==> src/rtl/ledger_pkg.sv <==
// ---------------------------------------------------------------------------
// ledger_pkg
// Shared definitions for the ledger update controller and its transfer ALU.
// Contents:
//   BAL_W, NUM_ACCT, IDX_W, WORD_W - ledger word geometry
//   TIMEOUT_DEFAULT, WD_W          - watchdog limit and counter width
//   proc_t                          - controller states, which are also the
//                                     phase codes driven onto 'process'
//   field_lsb()                     - bit offset of an account in the word
// ---------------------------------------------------------------------------
package ledger_pkg;

    localparam int BAL_W           = 16;
    localparam int NUM_ACCT        = 3;
    localparam int IDX_W           = 2;
    localparam int WORD_W          = BAL_W * NUM_ACCT;
    localparam int TIMEOUT_DEFAULT = 255;
    localparam int WD_W            = 8;

    // The state encoding doubles as the phase code seen by memory_control,
    // so these values must not be reordered.
    typedef enum logic [2:0] {
        PROC_IDLE    = 3'b000,
        PROC_REQUEST = 3'b001,
        PROC_CAPTURE = 3'b010,
        PROC_CHECK   = 3'b011,
        PROC_COMMIT  = 3'b100,
        PROC_REPORT  = 3'b101
    } proc_t;

    // Account idx occupies bits [idx*width +: width] of the ledger word.
    function automatic int field_lsb(input int idx, input int width);
        return idx * width;
    endfunction

endpackage

==> src/rtl/ledger_transfer_alu.sv <==
// ---------------------------------------------------------------------------
// ledger_transfer_alu
// Purely combinational validation and update of one transfer against a
// packed ledger word.
// Ports:
//   word      in  packed balances, account i at [i*W +: W]
//   sender    in  source account index
//   receiver  in  destination account index
//   amount    in  transfer amount
//   ok        out transfer is legal and applied
//   new_word  out updated word when ok, otherwise word unchanged
// ---------------------------------------------------------------------------
module ledger_transfer_alu
    import ledger_pkg::*;
#(
    parameter int W  = BAL_W,
    parameter int N  = NUM_ACCT,
    parameter int IW = IDX_W
) (
    input  logic [W*N-1:0] word,
    input  logic [IW-1:0]  sender,
    input  logic [IW-1:0]  receiver,
    input  logic [W-1:0]   amount,
    output logic           ok,
    output logic [W*N-1:0] new_word
);

    logic [W-1:0] bal_s;
    logic [W-1:0] bal_r;
    logic [W:0]   sum_r;
    logic         idx_ok;

    // Balances are selected by compare-per-account rather than by a variable
    // part-select so an out-of-range index can never address outside the word.
    // The receiver sum keeps one extra bit; its carry marks an overflow.
    always_comb begin
        bal_s    = '0;
        bal_r    = '0;
        new_word = word;
        for (int i = 0; i < N; i++) begin
            if (sender == IW'(i)) begin
                bal_s = word[field_lsb(i, W) +: W];
            end
            if (receiver == IW'(i)) begin
                bal_r = word[field_lsb(i, W) +: W];
            end
        end
        idx_ok = (32'(sender) < 32'(N)) && (32'(receiver) < 32'(N));
        sum_r  = {1'b0, bal_r} + {1'b0, amount};
        ok     = idx_ok && (sender != receiver) && (amount <= bal_s) && !sum_r[W];
        if (ok) begin
            for (int i = 0; i < N; i++) begin
                if (sender == IW'(i)) begin
                    new_word[field_lsb(i, W) +: W] = bal_s - amount;
                end
                if (receiver == IW'(i)) begin
                    new_word[field_lsb(i, W) +: W] = sum_r[W-1:0];
                end
            end
        end
    end

endmodule

==> src/rtl/ledger_update_control.sv <==
// ---------------------------------------------------------------------------
// ledger_update_control
// Transaction controller in front of memory_control. Takes one transfer
// request, has memory_control read the ledger word, validates and applies the
// transfer, hands the resulting word back for write-back and reports the
// outcome. A refused transfer writes back the unchanged word so the memory
// side always completes its cycle.
// Ports:
//   clock, reset     system clock, synchronous active-high reset
//   submit           request strobe, honoured only in IDLE
//   sender/receiver  account indices of the request
//   amount           transfer amount
//   finished_init    memory_control has initialised the ledger
//   done             memory_control idle in its buffer state
//   load_registers   memory read data valid
//   mem_data         ledger word from memory
//   load_memory      read request to memory_control
//   process          phase code (equals controller state)
//   datapath_out     word to write back
//   busy             controller not in IDLE
//   accepted         one-cycle pulse, transfer applied
//   rejected         one-cycle pulse, transfer refused
//   timeout_err      sticky watchdog error
// All outputs are registered.
// ---------------------------------------------------------------------------
module ledger_update_control
    import ledger_pkg::*;
#(
    parameter int TIMEOUT_CYCLES = TIMEOUT_DEFAULT
) (
    input  logic              clock,
    input  logic              reset,
    input  logic              submit,
    input  logic [IDX_W-1:0]  sender,
    input  logic [IDX_W-1:0]  receiver,
    input  logic [BAL_W-1:0]  amount,
    input  logic              finished_init,
    input  logic              done,
    input  logic              load_registers,
    input  logic [WORD_W-1:0] mem_data,
    output logic              load_memory,
    output logic [2:0]        process,
    output logic [WORD_W-1:0] datapath_out,
    output logic              busy,
    output logic              accepted,
    output logic              rejected,
    output logic              timeout_err
);

    proc_t             state_q, state_d;
    logic [IDX_W-1:0]  sender_q, sender_d;
    logic [IDX_W-1:0]  receiver_q, receiver_d;
    logic [BAL_W-1:0]  amount_q, amount_d;
    logic [WORD_W-1:0] word_q, word_d;
    logic [WD_W-1:0]   wd_cnt_q, wd_cnt_d;
    logic              seen_low_q, seen_low_d;
    logic              ok_q, ok_d;
    logic              load_memory_q, load_memory_d;
    logic [WORD_W-1:0] datapath_out_q, datapath_out_d;
    logic              busy_q, busy_d;
    logic              accepted_q, accepted_d;
    logic              rejected_q, rejected_d;
    logic              timeout_err_q, timeout_err_d;

    logic              timeout_hit;
    logic              wd_active;
    logic              alu_ok;
    logic [WORD_W-1:0] alu_new_word;

    ledger_transfer_alu #(
        .W  (BAL_W),
        .N  (NUM_ACCT),
        .IW (IDX_W)
    ) u_alu (
        .word     (word_q),
        .sender   (sender_q),
        .receiver (receiver_q),
        .amount   (amount_q),
        .ok       (alu_ok),
        .new_word (alu_new_word)
    );

    // State and datapath registers.
    always_ff @(posedge clock) begin
        if (reset) begin
            state_q        <= PROC_IDLE;
            sender_q       <= '0;
            receiver_q     <= '0;
            amount_q       <= '0;
            word_q         <= '0;
            wd_cnt_q       <= '0;
            seen_low_q     <= 1'b0;
            ok_q           <= 1'b0;
            load_memory_q  <= 1'b0;
            datapath_out_q <= '0;
            busy_q         <= 1'b0;
            accepted_q     <= 1'b0;
            rejected_q     <= 1'b0;
            timeout_err_q  <= 1'b0;
        end else begin
            state_q        <= state_d;
            sender_q       <= sender_d;
            receiver_q     <= receiver_d;
            amount_q       <= amount_d;
            word_q         <= word_d;
            wd_cnt_q       <= wd_cnt_d;
            seen_low_q     <= seen_low_d;
            ok_q           <= ok_d;
            load_memory_q  <= load_memory_d;
            datapath_out_q <= datapath_out_d;
            busy_q         <= busy_d;
            accepted_q     <= accepted_d;
            rejected_q     <= rejected_d;
            timeout_err_q  <= timeout_err_d;
        end
    end

    // Next-state logic plus request/word capture. The watchdog overrides a
    // stalled state only when no normal transition is taken that cycle; the
    // counter restarts on every state change so each waiting state gets its
    // own full budget.
    always_comb begin
        state_d        = state_q;
        sender_d       = sender_q;
        receiver_d     = receiver_q;
        amount_d       = amount_q;
        word_d         = word_q;
        seen_low_d     = seen_low_q;
        ok_d           = ok_q;
        datapath_out_d = datapath_out_q;
        timeout_hit    = 1'b0;
        wd_active      = (state_q == PROC_REQUEST) || (state_q == PROC_CAPTURE) ||
                         (state_q == PROC_COMMIT);

        case (state_q)
            PROC_IDLE: begin
                if (submit && finished_init && done) begin
                    sender_d   = sender;
                    receiver_d = receiver;
                    amount_d   = amount;
                    state_d    = PROC_REQUEST;
                end
            end
            PROC_REQUEST: begin
                if (load_registers) begin
                    word_d  = mem_data;
                    state_d = PROC_CAPTURE;
                end
            end
            PROC_CAPTURE: begin
                if (load_registers) begin
                    word_d = mem_data;
                end else begin
                    state_d = PROC_CHECK;
                end
            end
            PROC_CHECK: begin
                ok_d           = alu_ok;
                datapath_out_d = alu_new_word;
                state_d        = PROC_COMMIT;
            end
            PROC_COMMIT: begin
                if (!done) begin
                    seen_low_d = 1'b1;
                end else if (seen_low_q) begin
                    state_d = PROC_REPORT;
                end
            end
            PROC_REPORT: begin
                state_d = PROC_IDLE;
            end
            default: begin
                state_d = PROC_IDLE;
            end
        endcase

        if (wd_active && (state_d == state_q) &&
            (wd_cnt_q == WD_W'(TIMEOUT_CYCLES - 1))) begin
            timeout_hit = 1'b1;
            state_d     = PROC_IDLE;
        end

        if (state_d != state_q) begin
            wd_cnt_d   = '0;
            seen_low_d = 1'b0;
        end else if (wd_active) begin
            wd_cnt_d = wd_cnt_q + 1'b1;
        end else begin
            wd_cnt_d = wd_cnt_q;
        end
    end

    // Output logic, computed from the upcoming state so every output comes
    // straight from a flop and lines up with the state it belongs to.
    always_comb begin
        load_memory_d = (state_d == PROC_REQUEST);
        busy_d        = (state_d != PROC_IDLE);
        accepted_d    = (state_d == PROC_REPORT) && ok_d;
        rejected_d    = (state_d == PROC_REPORT) && !ok_d;
        timeout_err_d = timeout_err_q;
        if (timeout_hit) begin
            timeout_err_d = 1'b1;
        end else if ((state_q == PROC_IDLE) && (state_d == PROC_REQUEST)) begin
            timeout_err_d = 1'b0;
        end
    end

    assign load_memory  = load_memory_q;
    assign process      = state_q;
    assign datapath_out = datapath_out_q;
    assign busy         = busy_q;
    assign accepted     = accepted_q;
    assign rejected     = rejected_q;
    assign timeout_err  = timeout_err_q;

endmodule

==> config.mk <==
export PLATFORM = sky130hd
export DESIGN_NAME = ledger_update_control
export DESIGN_NICKNAME = d
export VERILOG_FILES = /design/src/rtl/ledger_pkg.sv /design/src/rtl/ledger_transfer_alu.sv /design/src/rtl/ledger_update_control.sv
export SDC_FILE = /design/constraint.sdc
export NUM_CORES = 1
export LEC_CHECK = 0
export CAP_MARGIN = 20
export CORE_MARGIN = 5
export CORE_UTILIZATION = 40
export DETAILED_ROUTE_END_ITERATION = 10
export GPL_TIMING_DRIVEN = 0
export PLACE_DENSITY = 0.59
export SLEW_MARGIN = 20
export SYNTH_ARGS = -nofsm -noshare
export SYNTH_HDL_FRONTEND = slang
export SYNTH_SLANG_ARGS = --single-unit
==> constraint.sdc <==
create_clock -name clock -period 7.24 [get_ports clock]
set_clock_uncertainty 0.2 [all_clocks]
set_input_delay 1.448 -clock clock [delete_from_list [all_inputs] [get_ports clock]]
set_output_delay 1.448 -clock clock [all_outputs]
set_load 0.01 [all_outputs]
==> impl_metrics.json <==
{
  "synth-edff-count": 0,
  "slowest_stage": "clkbuf_1",
  "fin_ws_ns": 1.91,
  "yosysTopAreaCell": "dfxtp_1",
  "cp.required_ns": 7.39,
  "fin_nets": 1414,
  "cts_buffers": 17,
  "antennaDiodeCount": 0,
  "ys_ff_latch": 134,
  "fin_tns_setup_ns": 0,
  "fmax_mhz": 188,
  "clkTransAtPathRegs_ns": 0.06,
  "htree_num_levels": 4,
  "syn_area_per_cell_um2": 7.57,
  "ctsResizeCount": 0,
  "drcViolationCount": 0,
  "area_growth_pct": 25.5,
  "wire_per_inst_um": 23.1,
  "finalCritPeriodShare_pct": 73.7,
  "first_iter_violations": 746,
  "grt_pass1_wl_mm": 53.9,
  "ys_top_cells_by_count": "234 x nand2_1, 134 x dfxtp_1, 129 x a21oi_1",
  "pre_cts_slack_ns": 2.17,
  "vias": 9471,
  "synthFlopType": "dfxtp_1",
  "grt_max_degree": 17,
  "synth_most_common_cell": "nand2_1",
  "antenna_left": 0,
  "rows": 54,
  "crit_top_cell": "clkbuf_1",
  "synthCells": 1156,
  "async_flop_share_pct": 0,
  "cts_sinks": 134,
  "path_cells": "clkbuf_1 -> clkbuf_1 -> clkbuf_1 -> o22ai_1 -> ha_1 -> buf_4 -> nand2_2 -> o21ai_0 -> a22oi_1 -> a21o_1 -> a21oi_2 -> o21ai_0 -> a211oi_1",
  "start_kind": "flip-flop",
  "timing_hold_violations_final": 0,
  "ios": 130,
  "crit_path_end_kind": "flip-flop",
  "status": "complete, no violations",
  "routed_wl_mm": 36.8,
  "antenna_found_initial": 0,
  "core_area_um2": 21700,
  "yosysWarnings": 0,
  "maxCapViolCount": 0,
  "die_w_um": 158,
  "synth_area_leaders": "dfxtp_1 31%, nand2_1 10%, a21oi_1 7.4%, ha_1 4.9%, mux2i_1 3.9%",
  "cts_tree": "built",
  "leakage_nw": 3.75,
  "cts_buffer_depth": 2,
  "fin_crit_ns": 5.33,
  "synthDistinctLibCells": 87,
  "ir_worst_vdd_uv": 139,
  "overflow": 0,
  "netlist_area_um2": 8750,
  "place_congestion": 1.02,
  "crit_type": "flip-flop to flip-flop",
  "crit_fanout": 10,
  "timing.slew.headroom_pct": 31.5,
  "powerDensity_nw_per_um2": 187,
  "first_pass_iters": 7,
  "grt_pass1_vias": 8787,
  "cts_setup_buffers": 0,
  "via_per_inst": 5.93,
  "finalSetupViolCount": 0,
  "synth-seq-area-share_pct": 30.7,
  "cts-root-buf": "clkbuf_16",
  "synth_top_area_share_pct": 30.7,
  "grt_usage_pct": 28.9,
  "insertion_delay_ns": 0.44,
  "final_max_slew_viol_count": 0,
  "dp_hpwl_mm": 29.6,
  "die_h_um": 158,
  "hold_class": "flip-flop to flip-flop",
  "num-fill-cells": 2165,
  "cts_hold_buf": 0,
  "slowest_delay_ns": 0.56,
  "arrival_ns": 5.48,
  "start_util_pct": 40.3,
  "portBuffers": 128,
  "worst_pin_slew_ns": 1.02,
  "die_area_um2": 24900,
  "rsz0062_at_grt": "no",
  "synth_fp_nets": 1266,
  "layout-drive-gt1-share_pct": 7.83
}
-- kinds of logic (layout without fill, tap and decap cells) --
family | count (synthesis) | in the layout | synth area share, %
simple gates | 448 | 448 | 23.1
compound gates | 362 | 362 | 28.7
flops | 134 | 134 | 30.7
buf+inv | 122 | 282 | 6.27
fa+ha+maj | 36 | 36 | 5.32
mux | 35 | 35 | 4.02
xor+xnor | 19 | 19 | 1.90
-- per-stage QoR --
step / instance area [um^2] / power [W] / utilization [%] / hold slack, ns / cells
after CTS: 11000 / 0.00205 / 50.6 / 0.243 / 1596
after detailed placement: 10400 / 0.00118 / 47.9 / 0.233 / 1565
final: 11000 / 0.00205 / 50.6 / 0.240 / 1596
after floorplan: 8750 / 0.00102 / - / 0.241 / 1156
after global routing: 11000 / 0.00211 / 50.6 / 0.263 / 1596
after global placement: 10400 / 0.00118 / 47.8 / 0.233 / 1564
-- power by group --
| group | internal, W | leakage [nW] | switching, W |
|---|---|---|---|
| sequential | 0.000751 | 1.08 | 0.0000229 |
| combinational | 0.000147 | 2.38 | 0.000253 |
| clock | 0.000518 | 0.280 | 0.000357 |
| total | 0.00142 | 3.75 | 0.000633 |
-- layout by cell type, fill, tap and decap left out, types with 6 or more instances in the layout --
| master | instances |
|---|---|
| nand2b_1 | 9 |
| nand4_1 | 10 |
| a211oi_1 | 20 |
| nand3_1 | 17 |
| o31ai_1 | 7 |
| xnor2_1 | 9 |
| a221oi_1 | 9 |
| a31oi_1 | 6 |
| buf_4 | 6 |
| o22a_1 | 6 |
| xor2_1 | 10 |
| ha_1 | 34 |
| a21oi_2 | 6 |
| dfxtp_1 | 134 |
| nor2_1 | 77 |
| inv_1 | 43 |
| o221ai_1 | 19 |
| a21oi_1 | 129 |
| a311oi_1 | 8 |
| buf_2 | 11 |
| a22oi_1 | 7 |
| o22ai_1 | 34 |
| nor3_1 | 31 |
| o21ai_0 | 36 |
| nand2_1 | 234 |
| a2111oi_2 | 6 |
| and2_1 | 6 |
| buf_1 | 6 |
| clkbuf_1 | 50 |
| mux2i_1 | 34 |
| clkdlybuf4s50_1 | 128 |
| nor2b_1 | 12 |
| clkbuf_16 | 17 |
| a21o_1 | 8 |
| nor4_1 | 6 |
-- metal layers --
layer	GRT usage (%)	up-vias	wire, um
met5	0	-	0
met4	12.7	0	1600
met3	3.80	87	2380
met2	44.9	426	16300
met1	40.3	4473	16500
li1	-	4485	-
-- registers in the layout (all words and copies together), names as in the netlist, 2 cells and up --
| signal | count |
|---|---|
| receiver_q | 2 |
| wd_cnt_q | 8 |
| amount_q | 16 |
| word_q | 48 |
| process | 3 |
| datapath_out | 48 |
| sender_q | 2 |
-- worst paths after layout --
check,start,endpoint,slack (ns),depth (start not counted)
max,sender_q[0],datapath_out[11],1.91,13
min reg2reg,datapath_out[19],datapath_out[19],0.24,2
max reg2reg,sender_q[0],datapath_out[11],1.91,13
min,datapath_out[19],datapath_out[19],0.24,2
-- critical path: cells and delay by family (launching register included) --
family,cells,cell delay (ns)
buffers and inverters,4,1.73
AND/OR/NAND/NOR,1,0.08
flip-flops,1,0.54
AO/OA/AOI/OAI,7,2.38
adder cells (fa/ha/maj),1,0.33
-- final cells by class --
cell class,count,area [um^2],share of cell area (%)
clock inverter,13,145,1.32
multi-input combinational,900,5520,50.3
clock buffer,18,439,4.00
buffer,79,387,3.52
sequential,134,2680,24.4
timing repair buffer,129,1290,11.7
inverter,43,161,1.47
tap,280,350,3.19
(Power assumes the default switching activity.)
